File: src/rtl/bin2bcd_seg_seq.sv
// Sequential binary-to-BCD converter (double dabble, one bit per clock) driving active-low 7-segment digits.
// Optional leading-zero blanking of the segment outputs is enabled with the macro BIN2BCD_LZB_EN.
module bin2bcd_seg_seq #(
    parameter int WIDTH  = 8,
    parameter int DIGITS = 3
) (
    input  logic                  clk,
    input  logic                  rst,
    input  logic [WIDTH-1:0]      din,
    input  logic                  start,
    output logic                  busy,
    output logic                  done,
    output logic                  ovf,
    output logic [4*DIGITS-1:0]   bcd,
    output logic [7*DIGITS-1:0]   hex,
    output logic [1:0]            dbg_state
);

    // Decimal digits needed to hold 2^w-1, never fewer than the displayed digit count.
    function automatic int calc_nfull(input int w, input int d);
        logic [63:0] v;
        int          n;
        v = (64'd1 << w) - 64'd1;
        n = 0;
        while (v != 64'd0) begin
            n++;
            v = v / 64'd10;
        end
        if (n < d) n = d;
        return n;
    endfunction

    localparam int NFULL = calc_nfull(WIDTH, DIGITS);
    localparam int AW    = 4 * NFULL;
    localparam int CW    = $clog2(WIDTH);

    localparam logic [6:0] SEG_DASH  = 7'b0111111;
    localparam logic [6:0] SEG_BLANK = 7'b1111111;

    function automatic logic [6:0] seg7(input logic [3:0] d);
        case (d)
            4'd0:    seg7 = 7'b1000000;
            4'd1:    seg7 = 7'b1111001;
            4'd2:    seg7 = 7'b0100100;
            4'd3:    seg7 = 7'b0110000;
            4'd4:    seg7 = 7'b0011001;
            4'd5:    seg7 = 7'b0010010;
            4'd6:    seg7 = 7'b0000010;
            4'd7:    seg7 = 7'b1111000;
            4'd8:    seg7 = 7'b0000000;
            4'd9:    seg7 = 7'b0010000;
            default: seg7 = SEG_BLANK;
        endcase
    endfunction

    typedef enum logic [1:0] {
        S_IDLE  = 2'd0,
        S_SHIFT = 2'd1,
        S_DONE  = 2'd2
    } state_t;

    state_t              r_state;
    logic [WIDTH-1:0]    r_sr;
    logic [AW-1:0]       r_acc;
    logic [CW-1:0]       r_cnt;

    logic [AW-1:0]       w_adj;
    logic [AW-1:0]       w_acc_next;
    logic                w_ovf;
    logic [4*DIGITS-1:0] w_bcd;
    logic [7*DIGITS-1:0] w_hex;

    assign dbg_state = r_state;

    // One double-dabble step: correct nibbles >= 5, then shift the next binary bit in.
    always_comb begin
        w_adj = r_acc;
        for (int i = 0; i < NFULL; i++) begin
            if (r_acc[4*i +: 4] >= 4'd5) w_adj[4*i +: 4] = r_acc[4*i +: 4] + 4'd3;
        end
        w_acc_next = {w_adj[AW-2:0], r_sr[WIDTH-1]};
    end

    // Result formatting is taken from the post-step accumulator so outputs land with done.
    always_comb begin
        logic lead;
        w_ovf = 1'b0;
        for (int i = DIGITS; i < NFULL; i++) begin
            if (w_acc_next[4*i +: 4] != 4'd0) w_ovf = 1'b1;
        end
        w_bcd = w_ovf ? {DIGITS{4'h9}} : w_acc_next[4*DIGITS-1:0];
        w_hex = '0;
        lead  = 1'b1;
        for (int k = DIGITS - 1; k >= 0; k--) begin
            lead = lead && (w_acc_next[4*k +: 4] == 4'd0);
            if (w_ovf) w_hex[7*k +: 7] = SEG_DASH;
`ifdef BIN2BCD_LZB_EN
            else if (lead && (k != 0)) w_hex[7*k +: 7] = SEG_BLANK;
`endif
            else w_hex[7*k +: 7] = seg7(w_acc_next[4*k +: 4]);
        end
    end

    always_ff @(posedge clk) begin
        if (rst) begin
            r_state <= S_IDLE;
            r_sr    <= '0;
            r_acc   <= '0;
            r_cnt   <= '0;
            busy    <= 1'b0;
            done    <= 1'b0;
            ovf     <= 1'b0;
            bcd     <= '0;
            hex     <= {DIGITS{7'b1000000}};
        end else begin
            case (r_state)
                S_IDLE: begin
                    if (start) begin
                        r_sr    <= din;
                        r_acc   <= '0;
                        r_cnt   <= '0;
                        busy    <= 1'b1;
                        r_state <= S_SHIFT;
                    end
                end
                S_SHIFT: begin
                    r_acc <= w_acc_next;
                    r_sr  <= {r_sr[WIDTH-2:0], 1'b0};
                    r_cnt <= r_cnt + 1'b1;
                    if (r_cnt == CW'(WIDTH - 1)) begin
                        r_state <= S_DONE;
                        done    <= 1'b1;
                        ovf     <= w_ovf;
                        bcd     <= w_bcd;
                        hex     <= w_hex;
                    end
                end
                S_DONE: begin
                    done    <= 1'b0;
                    busy    <= 1'b0;
                    r_state <= S_IDLE;
                end
                default: r_state <= S_IDLE;
            endcase
        end
    end

endmodule
File: config.mk
export PLATFORM = sky130hd
export DESIGN_NAME = bin2bcd_seg_seq
export DESIGN_NICKNAME = d
export VERILOG_FILES = /design/src/rtl/bin2bcd_seg_seq.sv
export SDC_FILE = /design/constraint.sdc
export NUM_CORES = 1
export LEC_CHECK = 0
export ABC_AREA = 1
export BUFFER_PORTS_ARGS = -buffer_cell sky130_fd_sc_hd__clkbuf_2
export CORE_ASPECT_RATIO = 1.4
export CORE_UTILIZATION = 40
export CTS_CLUSTER_SIZE = 24
export DETAILED_ROUTE_END_ITERATION = 8
export HOLD_SLACK_MARGIN = 0.03
export PLACE_DENSITY = 0.65
export SLEW_MARGIN = 30
export SYNTH_ARGS = -nofsm -noshare
export SYNTH_HDL_FRONTEND = slang
export SYNTH_SLANG_ARGS = --single-unit
export TNS_END_PERCENT = 10
File: constraint.sdc
create_clock -name clk -period 3.4 [get_ports clk]
set_clock_uncertainty 0.1 [all_clocks]
set_input_delay 0.34 -clock clk [delete_from_list [all_inputs] [get_ports clk]]
set_output_delay 0.34 -clock clk [all_outputs]
set_load 0.01 [all_outputs]
==> summary.md <==
| Metric | Value |
|---|---|
| Die height | `104 µm` |
| Gpl congestion | `0.861` |
| Min Tclk post-route | `2.23 ns` |
| Ys Warns | `0` |
| Final hold vios | `0` |
| Row Count | `37` |
| Setup TNS | `0 ns` |
| I/O Buffers | `47` |
| Post-synthesis average cell area | `7.11 µm²` |
| Worst path max stage delay | `0.35 ns` |
| Worst Min Path Start | `din[0]` |
| Worst-case vdd ir drop | `0.236 mV` |
| P_leak | `0.00170 µW` |
| Crit path DAT | `2.36 ns` |
| GRT Residual Overflow | `0` |
| Core area | `7310 µm²` |
| Startpoint types | `register` |
| Reg2reg setup slack | `1.17 ns` |
| Top cells by area, synth | `dfxtp_1 40%, nand2_1 16%, ha_1 7.1%` |
| PwrDens | `406 nW/µm²` |
| Root Buffer Master | `clkbuf_8` |
| Tightest Pin Transition | `0.714 ns` |
| Syn_nets | `450` |
| Pre-Repair DR Iteration Count | `4` |
| Crit-path slowest cell | `dfxtp_1` |
| Clock sink total | `60` |
| Netlist cell types | `29` |
| WHS Endpoint | `r_sr[0]` |
| Clock Latency Late Sink | `0.34 ns` |
| Crit-path max FO | `6` |
| Vias | `2840` |
| Total I/O pin count | `49` |
| Most used cell, CP | `nand2_1` |
| Starting density of the core | `0.410` |
| Die ar. | `7850 µm²` |
| R2R cell count | `16` |
| Pin count of the biggest net entering global routing | `28` |
| Worst setup EP type | `register` |
| Die Wd | `75.2 µm` |
| Register area share after synthesis | `0.401` |
| Post-CTS setup buffers | `0` |
| ANT cells | `0` |
| Max-slew headroom | `0.524` |
| CP Depth | `16` |
| Number of synthesized register bits | `60` |
| WL/cell | `11.9 µm` |
| WS Path Type | `reg2reg` |
| Routed Antenna Nets | `0` |
| Cts repair resizes | `0` |
| H-tree Lvls | `3` |
| Tot Pwr | `1410 µW` |
| Type of the most critical hold path | `in2reg` |
| RSZ-0062 raised after global routing | `false` |
| First DRT Iteration DRCs | `137` |
| Number of global-route vias before repair | `2528` |
| Cts bufs inserted | `9` |
| Critical path buffer and inverter count | `5` |
| Maximum clock frequency | `448 MHz` |
| Share of the synthesized area in the top cell type | `0.401` |
| Mapped cell area | `3000 µm²` |
| Post-route DRC violation count | `0` |
| Layout area overhead | `15.8%` |
| Post-CTS Hold Fix Bufs | `0` |
| Final period util | `0.657` |
| Synth area leader | `dfxtp_1` |
| Post-DP HPWL | `4750 µm` |
| Initial antenna violation count | `0` |
| First-pass GRT wire length | `11200 µm` |
| Hold Crit Depth | `3` |
| Status | `complete, no violations` |
| Vias per cell | `5.00` |
| R2R Path Start | `r_acc[4]` |
| Slew Viols, Final | `0` |
| Global Route Usage Sum | `0.184` |
| Final wirelength | `6770 µm` |
| Max Cap Viol | `0` |
| Worst-case clock buffer depth | `2` |
| Share of post-route cells with drive strength above 1 | `0.170` |
| Final nets | `494` |
| RR Endpoint | `hex[20]` |
| CP Cell Sequence | `inv_1, ha_1, inv_1, nand2_1, nand3_2, nand2_1, inv_1, ha_1, inv_1, nand3_1, nand2_1, inv_1, nand2_1, nand2_1, nand2_1, nand2_1` |
| Final Setup Violations | `0` |
| CTS tree | `yes` |
| Mapped Cells | `422` |
| Fillers | `782` |
| Largest delay contributor family on the critical path | `simple AND/OR/NAND/NOR gates` |
| Clk pin slew, worst setup/hold paths | `0.07 ns` |
| CP required | `3.53 ns` |
## state kept, by name, summed over array words and instances (netlist names)
signal / flops
hex: 21
r_cnt: 3
busy: 1
r_acc: 12
r_sr: 8
dbg_state: 2
done: 1
bcd: 12
## metrics by stage
stage               std cells  worst slack (ns)  cell area (µm²)   util  hold slack, ns
finish                    568              1.17             3470  0.475           0.129
global route              568             0.915             3470  0.475           0.147
CTS                       568              1.15             3470  0.475           0.125
detailed placement        552              1.16             3290  0.450           0.351
global placement          552              1.24             3290  0.450           0.350
floorplan                 422              1.51             3000      -           0.333
## cell type report
| class | count | area [µm²] | share of cell area |
|---|---|---|---|
| multi-input combinational | 301 | 1550 | 0.446 |
| sequential | 60 | 1200 | 0.346 |
| timing repair buffer | 48 | 243 | 0.0699 |
| clock buffer | 15 | 176 | 0.0508 |
| inverter | 46 | 175 | 0.0505 |
| tap | 97 | 121 | 0.0350 |
| clock inverter | 1 | 5.00 | 0.00144 |
## synth_stat cells, drive strengths merged
master and count:
o21a 3, or2 1, o21bai 3, buf 10, ha 17, dfxtp 60, inv 46, a21oi 34
nand4 8, clkbuf 5, o21ai 42, nand3 26, a31oi 7, nor2 24, conb 1, nand2 135
## worst max-delay path by stage
stage | endpoint | startpoint
after floorplan | hex[20] | r_acc[4]
after global placement | hex[8] | dbg_state[0]
after detailed placement | hex[2] | dbg_state[0]
after CTS | hex[2] | dbg_state[0]
after global routing | hex[8] | dbg_state[0]
final | hex[20] | r_acc[4]
## cell families (layout without fill, tap and decap cells)
logic type / count (synthesis) / in the layout / synth area share
other cells: 1 / 1 / 0.00125
fa+ha+maj: 17 / 17 / 0.0709
buf+inv: 61 / 110 / 0.0826
simple gates: 194 / 194 / 0.283
flops: 60 / 60 / 0.400
compound gates: 89 / 89 / 0.161
## layout by cell type, fill, tap and decap left out, types with 4 or more instances in the layout
| cell type | instances |
|---|---|
| a31oi_1 | 7 |
| inv_1 | 44 |
| clkbuf_8 | 12 |
| nand4_1 | 8 |
| nand2_2 | 9 |
| o21ai_1 | 4 |
| nand3_1 | 24 |
| o21ai_0 | 38 |
| a21oi_1 | 32 |
| clkbuf_2 | 47 |
| ha_1 | 17 |
| nor2_1 | 21 |
| dfxtp_1 | 60 |
| nand2_1 | 125 |
## report_power, final
part	total (µW)	leakage (µW)	switching, µW	internal, µW
logic	85.9	0.00112	59.4	26.5
clock network	597	0.0000937	273	325
registers	726	0.000486	8.88	717
total	1410	0.00170	341	1070
## metal layers
metal | vias to the layer above | wire length, µm | track usage
met5 | - | 0 | 0
met4 | 0 | 92 | 0.0728
met3 | 8 | 246 | 0.0446
met2 | 56 | 3320 | 0.299
met1 | 1318 | 3110 | 0.230
li1 | 1458 | - | -
## worst reg2reg max path, cell delays in order (launching register included)
cell and delay [ns]:
dfxtp_1 0.35, inv_1 0.13, ha_1 0.17, inv_1 0.04, nand2_1 0.15, nand3_2 0.14, nand2_1 0.25, inv_1 0.14
ha_1 0.21, inv_1 0.05, nand3_1 0.07, nand2_1 0.06, inv_1 0.05, nand2_1 0.05, nand2_1 0.05, nand2_1 0.05
nand2_1 0.04
Note: power is estimated with default switching activity, not from simulation.
